## src/rtl/line_buffer_write_ctrl.sv

```systemverilog
// Write-side controller for a 15-entry read register bank.
// Accepts one frame of pixels, writes them round-robin via a one-hot select,
// and tracks how many entries are still unread by a group-of-3 reader.
module line_buffer_write_ctrl #(
  parameter int DATA_W    = 8,
  parameter int FRAME_PIX = 225
) (
  input  logic              clk,
  input  logic              rst,
  input  logic              start,
  input  logic              in_valid,
  input  logic [DATA_W-1:0] in_data,
  output logic              in_ready,
  output logic              wr_en,
  output logic [14:0]       wr_sel,
  output logic [DATA_W-1:0] wr_data,
  input  logic              rd_en,
  output logic              grp_avail,
  output logic [3:0]        level,
  output logic              busy,
  output logic              done,
  output logic              rd_err
);

  typedef enum logic [1:0] {
    ST_IDLE,
    ST_ACTIVE,
    ST_DRAIN,
    ST_DONE
  } state_t;

  // Count value held just before the accept that completes the frame.
  localparam logic [7:0] LAST_PIX = 8'(FRAME_PIX - 1);

  state_t      state_q, state_d;
  logic [14:0] wr_sel_q, wr_sel_d;
  logic [3:0]  level_q, level_d;
  logic [7:0]  pix_cnt_q, pix_cnt_d;
  logic        rd_err_q, rd_err_d;

  logic        accept;
  logic        rd_ok;

  // A read is only meaningful when a full group of three is present.
  assign grp_avail = (level_q >= 4'd3);
  assign rd_ok     = rd_en && grp_avail;

  // Back-pressure never looks at rd_en, so a full bank stalls for a cycle
  // even if the reader frees space in the same cycle.
  assign in_ready  = (state_q == ST_ACTIVE) && (level_q != 4'd15);
  assign accept    = in_valid && in_ready;

  assign wr_en     = accept;
  assign wr_data   = in_data;
  assign wr_sel    = wr_sel_q;
  assign level     = level_q;
  assign busy      = (state_q != ST_IDLE);
  assign done      = (state_q == ST_DONE);
  assign rd_err    = rd_err_q;

  // Frame sequencing and pixel counting.
  always_comb begin
    state_d   = state_q;
    pix_cnt_d = pix_cnt_q;
    case (state_q)
      ST_IDLE: begin
        if (start) begin
          state_d   = ST_ACTIVE;
          pix_cnt_d = 8'd0;
        end
      end
      ST_ACTIVE: begin
        if (accept) begin
          pix_cnt_d = pix_cnt_q + 8'd1;
          if (pix_cnt_q == LAST_PIX) begin
            state_d = ST_DRAIN;
          end
        end
      end
      ST_DRAIN: begin
        if (level_q == 4'd0) begin
          state_d = ST_DONE;
        end
      end
      ST_DONE: begin
        state_d = ST_IDLE;
      end
      default: begin
        state_d = ST_IDLE;
      end
    endcase
  end

  // Occupancy, write pointer rotation and sticky underflow detection.
  always_comb begin
    level_d  = level_q;
    wr_sel_d = wr_sel_q;
    rd_err_d = rd_err_q | (rd_en & ~grp_avail);
    case ({accept, rd_ok})
      2'b10:   level_d = level_q + 4'd1;
      2'b01:   level_d = level_q - 4'd3;
      2'b11:   level_d = level_q - 4'd2;
      default: level_d = level_q;
    endcase
    if (accept) begin
      wr_sel_d = {wr_sel_q[13:0], wr_sel_q[14]};
    end
  end

  // State registers; reset abandons any frame in flight.
  always_ff @(posedge clk) begin
    if (rst) begin
      state_q   <= ST_IDLE;
      wr_sel_q  <= 15'h0001;
      level_q   <= 4'd0;
      pix_cnt_q <= 8'd0;
      rd_err_q  <= 1'b0;
    end else begin
      state_q   <= state_d;
      wr_sel_q  <= wr_sel_d;
      level_q   <= level_d;
      pix_cnt_q <= pix_cnt_d;
      rd_err_q  <= rd_err_d;
    end
  end

endmodule

```

## config.mk

```make
export PLATFORM = sky130hd
export DESIGN_NAME = line_buffer_write_ctrl
export DESIGN_NICKNAME = d
export VERILOG_FILES = /design/src/rtl/line_buffer_write_ctrl.sv
export SDC_FILE = /design/constraint.sdc
export NUM_CORES = 1
export LEC_CHECK = 0
export ABC_AREA = 1
export CAP_MARGIN = 10
export CORE_MARGIN = 2
export CORE_UTILIZATION = 40
export DETAILED_ROUTE_END_ITERATION = 8
export PLACE_DENSITY_LB_ADDON = 0.2
export SLEW_MARGIN = 20
export SYNTH_ARGS = -nofsm -noshare
export SYNTH_HDL_FRONTEND = slang
export SYNTH_SLANG_ARGS = --single-unit
```

## constraint.sdc

```tcl
create_clock -name clk -period 3.76 [get_ports clk]
set_input_delay 0.752 -clock clk [delete_from_list [all_inputs] [get_ports clk]]
set_output_delay 0.752 -clock clk [all_outputs]
set_load 0.02 [all_outputs]
```

## Word-level counts from Yosys, hierarchy flattened

Cells that the tools add are included.

| cells by class | value |
|---|---|
| add/sub/neg operators | 4 |
| $lt $le $gt $ge | 1 |
| equality and inequality tests | 12 |
| mux-type cells | 9 |
| bitwise gates (word level) | 3 |
| reductions and logical operators | 10 |

Operator list:

| cell | number |
|---|---|
| $mux W8 | 2 |
| $pmux W8 S2 | 1 |
| $pmux W4 S3 | 1 |
| $add A8 B1 Y8 const B | 1 |
| $eq A2 B2 Y1 const B | 4 |
| $eq A8 B8 Y1 const B | 1 |
| $mux W2 | 4 |
| $pmux W2 S4 | 1 |
| $sub A4 B2 Y4 const B | 2 |
| $ne A2 B2 Y1 const B | 3 |
| $add A4 B1 Y4 const B | 1 |
| $eq A2 B1 Y1 const B | 2 |
| $ge A4 B2 Y1 const B | 1 |
| $logic_not A4 Y1 | 1 |
| $ne A4 B4 Y1 const B | 1 |
| $reduce_and A4 Y1 | 1 |
| $reduce_bool A2 Y1 | 2 |
| $logic_and A1 B1 Y1 | 3 |
| $reduce_and A3 Y1 | 1 |
| $reduce_bool A3 Y1 | 1 |
| $logic_not A2 Y1 | 1 |
| $ne A2 B1 Y1 const B | 1 |
| $and A1 B1 Y1 | 1 |
| $not A1 Y1 | 1 |
| $or A1 B1 Y1 | 1 |

| word-level totals | value |
|---|---|
| register bits | 30 |
| bits of input ports | 13 |
| output and inout port bits | 33 |
| logic and storage cells | 44 |

## Longest topological paths before layout

Gate-level depths: netlist of run 1.

| logic depth | value |
|---|---|
| depth after elaboration | 5 |
| mapped depth | 12 |
| depth with buffers taken out | 11 |

## Worst setup path before layout of run 1

No wires, ideal clock.

| timing path | value |
|---|---|
| path type | register -> output |
| from | register level_q[0], in the netlist level[0] |
| to | output port wr_en |
| arrival time | 1283 ps |
| data required time | 3008 ps |
| setup slack | 1725 ps |
| cell stages (with the launch flop) | 7 |
| buffers on the path | 2 |
| cell sequence | dfxtp_1 -> ha_1 -> nand3_2 -> nand3_2 -> buf_6 -> inv_4 -> buf_6 |

| between the ends | value |
|---|---|
| longest elaborated chain between the ends | 3 |

RTL lines:

| element | line | text |
|---|---|---|
| from (decl) | 37 | `logic [3:0] level_q, level_d;` |
| from (signal assigned) | 121 | `level_q <= level_d;` |
| $ne A4 B4 Y1 | 50 | `assign in_ready = (state_q == ST_ACTIVE) && (level_q != 4'd15);` |
| $logic_and A1 B1 Y1 | 50 |  |
| $logic_and A1 B1 Y1 | 51 | `assign accept = in_valid && in_ready;` |
| to (decl) | 14 | `output logic wr_en,` |

No other way between the ends.

## Final worst setup path of run 1

| timing path | value |
|---|---|
| from | register state_q[1] |
| to | output port wr_en |

| between the ends | value |
|---|---|
| longest elaborated chain between the ends | 3 |

RTL lines:

| element | line | text |
|---|---|---|
| from (decl) | 35 | `state_t state_q, state_d;` |
| from (signal assigned) | 119 | `state_q <= state_d;` |
| $eq A2 B1 Y1 | 50 |  |
| $logic_and A1 B1 Y1 | 50 |  |
| $logic_and A1 B1 Y1 | 51 |  |

No other way between the ends.

==> results of run 1 <==
==> per-layer routing <==
metal	track usage (%)	routed length [um]	vias to the layer above
met5	0	0	-
met4	5.98	42	0
met3	5.48	211	5
met2	23.6	1480	32
met1	21.8	1880	692
li1	-	-	828
==> through the flow <==
| step | power [W] | cell area [um^2] | util [%] | cells | hold WS, ns |
|---|---|---|---|---|---|
| 6_report | 0.00137 | 2120 | 49.3 | 329 | 0.462 |
| 5_1_grt | 0.00151 | 2120 | 49.3 | 329 | 0.502 |
| 4_1_cts | 0.00139 | 2120 | 49.3 | 329 | 0.460 |
| 3_5_place_dp | 0.00112 | 2020 | 47.1 | 321 | 0.451 |
| 3_3_place_gp | 0.00112 | 2020 | 47.1 | 321 | 0.447 |
| 2_1_floorplan | 0.000944 | 1770 | - | 253 | 0.474 |
==> worst max path at each step <==
stage | startpoint | endpoint | slack, ns | cells past startpoint
after floorplan | level[0]$_SDFFE_PP0P_ | wr_en | 1.72 | 6
after global placement | in_valid | wr_en | 0.83 | 4
after detailed placement | in_valid | wr_en | 0.84 | 4
after CTS | state_q[1]$_SDFFE_PP0P_ | wr_en | 0.77 | 5
after global routing | state_q[1]$_SDFFE_PP0P_ | wr_en | 0.63 | 5
final | state_q[1]$_SDFFE_PP0P_ | wr_en | 0.79 | 5
==> worst min-delay path: stages (launching register included) <==
cell and delay, ns:
dfxtp_1 0.31, inv_1 0.05, a21oi_1 0.05
==> state kept, by name, indices dropped and copies added, names as in the netlist <==
name and flops:
wr_sel 15, pix_cnt_q 8, level 4, state_q 2
rd_err 1
==> cells by family (layout without fill, tap and decap cells) <==
kind of cell / Yosys count / after routing / share of synthesized area (%)
and+or+nand+nor: 128 / 128 / 30.2
DFF: 30 / 30 / 34.0
buffers and inverters: 46 / 70 / 13.1
adders and majority gates: 15 / 15 / 10.6
AOI/OAI and AO/OA: 34 / 34 / 12.0
==> power groups by stage <==
stage                     registers (W)  clock network, W  logic [W]
after floorplan                0.000439                 0   0.000505
after global placement         0.000420                 0   0.000695
after detailed placement       0.000423                 0   0.000698
after CTS                      0.000416          0.000275   0.000702
after global routing           0.000424          0.000291   0.000793
final                          0.000415          0.000267   0.000692
==> layout make-up <==
| cell class | instances | area (um^2) |
|---|---|---|
| Clock buffer | 7 | 86.3 |
| Clock inverter | 1 | 5.00 |
| Fill cell | 457 | 2180 |
| Inverter | 31 | 119 |
| Multi-Input combinational cell | 177 | 935 |
| Sequential cell | 30 | 601 |
| Tap cell | 52 | 65.1 |
| Timing Repair Buffer | 31 | 305 |
==> placed cells by master, fill, tap and decap left out <==
master           instances
buf_4                    2
nand3_1                 15
nand2_1                 79
clkinv_2                 1
inv_4                    1
nand3b_1                 1
nor3_1                   3
nor2_1                  24
or2_2                    1
inv_2                    2
clkdlybuf4s50_1         29
ha_1                    15
o21ai_2                  1
inv_1                   28
a21oi_1                 19
o21ai_0                  2
nand4_1                  2
nand3_2                  2
o21ai_1                  1
clkbuf_8                 6
a221oi_1                 1
o211ai_1                 2
clkbuf_1                 1
dfxtp_1                 30
a21oi_2                  8
nand2_4                  1
==> flow_metrics.py, run 1 <==
metrics = {
    "logic_synthesis": {
        "synth_top_area_share_pct": 34.0,
        "syn_inst": 253,
        "syn_area_um2": 1770,
        "yosysTopAreaCell": "dfxtp_1",
        "yosys_warnings": 0,
        "synthTopCellsByArea": "dfxtp_1, nand2_1, ha_1",
        "netlist_top_cells_count": "nand2_1, dfxtp_1, inv_1",
        "synthesis.nets": 281,
        "synth-edff-count": 0,
        "post-synth-top-count-cell": "nand2_1",
        "yosysUniqueCellTypes": 25,
        "ys.flop_type": "dfxtp_1",
        "synth_area_per_cell_um2": 6.98,
        "ys_seq_elements": 30,
        "ys_seq_area_share_pct": 34.0,
        "synthArstFlopShare_pct": 0,
    },
    "timing": {
        "tightest_slew_ns": 0.498,
        "drv_slew": 0,
        "period_needed_ns": 2.97,
        "worst_slack_ns": 0.793,
        "setup_viol": 0,
        "setup-tns-final_ns": 0,
        "min_period_over_period_pct": 78.9,
        "hold_viol_final": 0,
        "slew_headroom_pct": 66.8,
        "finClkSkew_ns": 0.00872,
        "rsz0062_at_grt": "no",
        "fmax_mhz": 337,
    },
    "routing": {
        "via_per_inst": 4.73,
        "drc": 0,
        "vias": 1557,
        "drtIter0Drc": 78,
        "wl_um": 3620,
        "wire_per_inst_um": 11.0,
        "postRouteAntennaNets": 0,
        "drt_pass1_iterations": 4,
    },
    "clock_tree": {
        "cts_resized": 0,
        "cts.sinks": 30,
        "cts_max_path_buffers": 2,
        "clk_pin_slew_ns": 0.06,
        "clock_latency_ns": 0.28,
        "hold_buffers": 0,
        "cts_tree": "built",
        "post-cts-setup-buffers": 0,
        "clk_root_buffer_cell": "clkbuf_8",
        "htree_num_levels": 2,
        "cts_buffers": 5,
    },
    "setup_path": {
        "cp_max_fo": 17,
        "r2r_setup_slack_ns": 1.63,
        "crit_buf_inv": 3,
        "cp_data_arrival_time_ns": 2.21,
        "cp_slowest_cell": "clkdlybuf4s50_1",
        "crit_path_end_kind": "primary output",
        "cp_data_required_time_ns": 3.01,
        "crit_type": "reg -> out",
        "cp_cell_sequence": "inv_1, ha_1, nand3_2, inv_4, clkdlybuf4s50_1",
        "cpPeakStageDelay_ns": 0.63,
        "crit_family": "buffers and inverters",
        "r2r_cells": 10,
        "r2r-end": "level[2]$_SDFFE_PP0P_",
        "r2r_start": "state_q[1]$_SDFFE_PP0P_",
        "crit_path_start_kind": "flip-flop",
    },
    "hold_path": {
        "holdCritStartpoint": "rd_err$_SDFF_PP0_",
        "min_delay_path_depth": 2,
        "min_to": "rd_err$_SDFF_PP0_",
        "hold_path_class": "reg -> reg",
    },
    "power": {
        "power.share.clock_pct": 19.4,
        "p_per_area_nw_per_um2": 650,
        "swShare_pct": 43.7,
        "internal-power_w": 0.000774,
        "p_leak_nw": 0.893,
        "power.share.combinational_pct": 50.3,
        "irDropWorstVdd_mv": 0.223,
        "p_switching_w": 0.000600,
        "seq_power_share_pct": 30.2,
    },
    "global_route": {
        "grt_overflow_total": 0,
        "grt_max_degree": 21,
        "antenna_found_initial": 0,
        "grt_usage_pct": 16.1,
        "grt_pass1_wl_um": 6490,
        "grt_pass1_vias": 1479,
    },
    "finish": {
        "drive_gt1_share_pct": 9.03,
        "n_antenna_cell": 0,
        "num-nets-final": 304,
        "area_growth_pct": 19.8,
    },
    "placed_design": {
        "dpl_worst_slack_ns": 0.838,
        "port_buffers": 29,
        "place.gp.congestion": 0.847,
        "dp_hpwl_um": 2590,
    },
    "floorplanning": {
        "dieArea_um2": 4960,
        "pin_count": 46,
        "start_util_pct": 41.1,
        "die_y_um": 70.5,
        "core_area_um2": 4290,
        "die_x_um": 70.5,
        "row_count": 24,
    },
    "status": {
        "status": "completed",
    },
    "run": {
        "maxCapViolations": 0,
    },
}
No activity file was read; power rests on OpenSTA's default activity.
==> inputs of run 2 (changes only) <==
Clock period 3.76 ns to 3.05 ns, I/O delays scaled along.
==> flow_metrics.py, run 2 (synthesized netlist as in run 1, its figures left out) <==
metrics = {
    "clock_tree": {
        "htree_num_levels": 2,
        "cts_resized": 0,
        "post-cts-setup-buffers": 0,
        "hold_buffers": 0,
        "cts_tree": "built",
        "clk_pin_slew_ns": 0.06,
        "cts.sinks": 30,
        "cts_buffers": 5,
        "clock_latency_ns": 0.28,
        "cts_max_path_buffers": 2,
        "clk_root_buffer_cell": "clkbuf_8",
    },
    "routing": {
        "drtIter0Drc": 64,
        "via_per_inst": 4.78,
        "drc": 0,
        "postRouteAntennaNets": 0,
        "wire_per_inst_um": 11.2,
        "drt_pass1_iterations": 4,
        "vias": 1579,
        "wl_um": 3700,
    },
    "global_route": {
        "grt_pass1_vias": 1443,
        "antenna_found_initial": 0,
        "grt_overflow_total": 0,
        "grt_max_degree": 21,
        "grt_usage_pct": 15.8,
        "grt_pass1_wl_um": 6220,
    },
    "timing": {
        "slew_headroom_pct": 67.1,
        "min_period_over_period_pct": 88.2,
        "period_needed_ns": 2.69,
        "finClkSkew_ns": 0.00758,
        "rsz0062_at_grt": "no",
        "tightest_slew_ns": 0.493,
        "hold_viol_final": 0,
        "setup-tns-final_ns": 0,
        "fmax_mhz": 372,
        "setup_viol": 0,
        "drv_slew": 0,
    },
    "setup_path": {
        "cp_cell_sequence": "inv_1, ha_1, nand3_2, inv_4, clkdlybuf4s50_1",
        "cpPeakStageDelay_ns": 0.60,
        "r2r_start": "state_q[1]$_SDFFE_PP0P_",
        "cp_data_required_time_ns": 2.44,
        "crit_path_end_kind": "primary output",
        "startpoint": "state_q[1]$_SDFFE_PP0P_",
        "cp_slowest_cell": "clkdlybuf4s50_1",
        "cp_max_fo": 14,
        "r2r_cells": 11,
        "cp.depth": 5,
        "crit_buf_inv": 3,
        "r2r-end": "level[3]$_SDFFE_PP0P_",
        "r2r_setup_slack_ns": 0.86,
        "crit_type": "reg -> out",
        "setup.worst_path.end": "wr_en",
        "cp_data_arrival_time_ns": 2.08,
        "crit_family": "buffers and inverters",
        "crit_path_start_kind": "flip-flop",
    },
    "finish": {
        "n_fill_cell": 449,
        "drive_gt1_share_pct": 9.35,
        "postLayoutCellArea_um2": 2120,
        "final_common_cell": "nand2_1",
        "n_antenna_cell": 0,
        "area_growth_pct": 20.2,
        "final_cell_mix": "nand2_1, dfxtp_1, clkdlybuf4s50_1, inv_1, nor2_1",
        "num-nets-final": 305,
        "largest_reg_flops": 15,
    },
    "placed_design": {
        "placed_cell_area_um2": 2030,
        "dp_hpwl_um": 2610,
        "place.gp.congestion": 0.851,
        "port_buffers": 29,
    },
    "floorplanning": {
        "die_x_um": 70.5,
        "start_util_pct": 41.1,
        "dieArea_um2": 4960,
        "core_area_um2": 4290,
        "pin_count": 46,
        "row_count": 24,
        "die_y_um": 70.5,
    },
    "hold_path": {
        "hold_path_class": "reg -> reg",
    },
    "power": {
        "irDropWorstVdd_mv": 0.339,
        "p_per_area_nw_per_um2": 801,
        "p_leak_nw": 0.899,
    },
    "run": {
        "maxCapViolations": 0,
    },
    "status": {
        "status": "completed",
    },
}
run 2: changes by cell type in the layout (fill, tap and decap cells not counted):
cell | before | now
buf_4 | 2 | 3
run 2: tightest hold or removal path, stage by stage, from the launching register on:
cell and delay, ns:
dfxtp_1 0.31, inv_1 0.05, a21oi_1 0.05
run 2: how the worst min path moves through the flow:
stage	cells after the start	end	startpoint	slack (ns)
2_1_floorplan	2	pix_cnt_q[1]$_SDFFE_PP0P_	pix_cnt_q[1]$_SDFFE_PP0P_	0.47
3_3_place_gp	2	rd_err$_SDFF_PP0_	rd_err$_SDFF_PP0_	0.45
3_5_place_dp	2	rd_err$_SDFF_PP0_	rd_err$_SDFF_PP0_	0.45
4_1_cts	2	rd_err$_SDFF_PP0_	rd_err$_SDFF_PP0_	0.46
5_1_grt	2	rd_err$_SDFF_PP0_	rd_err$_SDFF_PP0_	0.47
6_report	2	rd_err$_SDFF_PP0_	rd_err$_SDFF_PP0_	0.45
run 2: through the flow:
stage / power (W) / util [%] / setup WS, ns / std cells / hold slack (ns)
4_1_cts: 0.00173 / 49.4 / 0.319 / 330 / 0.460
5_1_grt: 0.00187 / 49.4 / 0.198 / 330 / 0.473
6_report: 0.00170 / 49.4 / 0.359 / 330 / 0.453
3_5_place_dp: 0.00139 / 47.3 / 0.536 / 322 / 0.451
2_1_floorplan: 0.00116 / - / 1.04 / 253 / 0.474
3_3_place_gp: 0.00138 / 47.3 / 0.531 / 322 / 0.446
run 2: where the power goes:
part	internal [W]	total, W	switching, W
Clock	0.000182	0.000326	0.000144
Sequential	0.000446	0.000511	0.0000645
Combinational	0.000333	0.000864	0.000531
run 2: cell type report:
class                      count  area (um^2)  area share, %
multi-input combinational    177          935           44.0
sequential                    30          601           28.3
timing repair buffer          32          313           14.7
inverter                      31          119           5.60
clock buffer                   7         86.3           4.07
tap                           52         65.1           3.06
clock inverter                 1         5.00          0.236
run 2: metal layers:
layer | GRT usage (%) | wire length (um) | vias up
li1 | - | - | 834
met4 | 6.62 | 61 | 0
met2 | 24.1 | 1590 | 44
met5 | 0 | 0 | -
met3 | 5.77 | 276 | 5
met1 | 19.9 | 1770 | 696
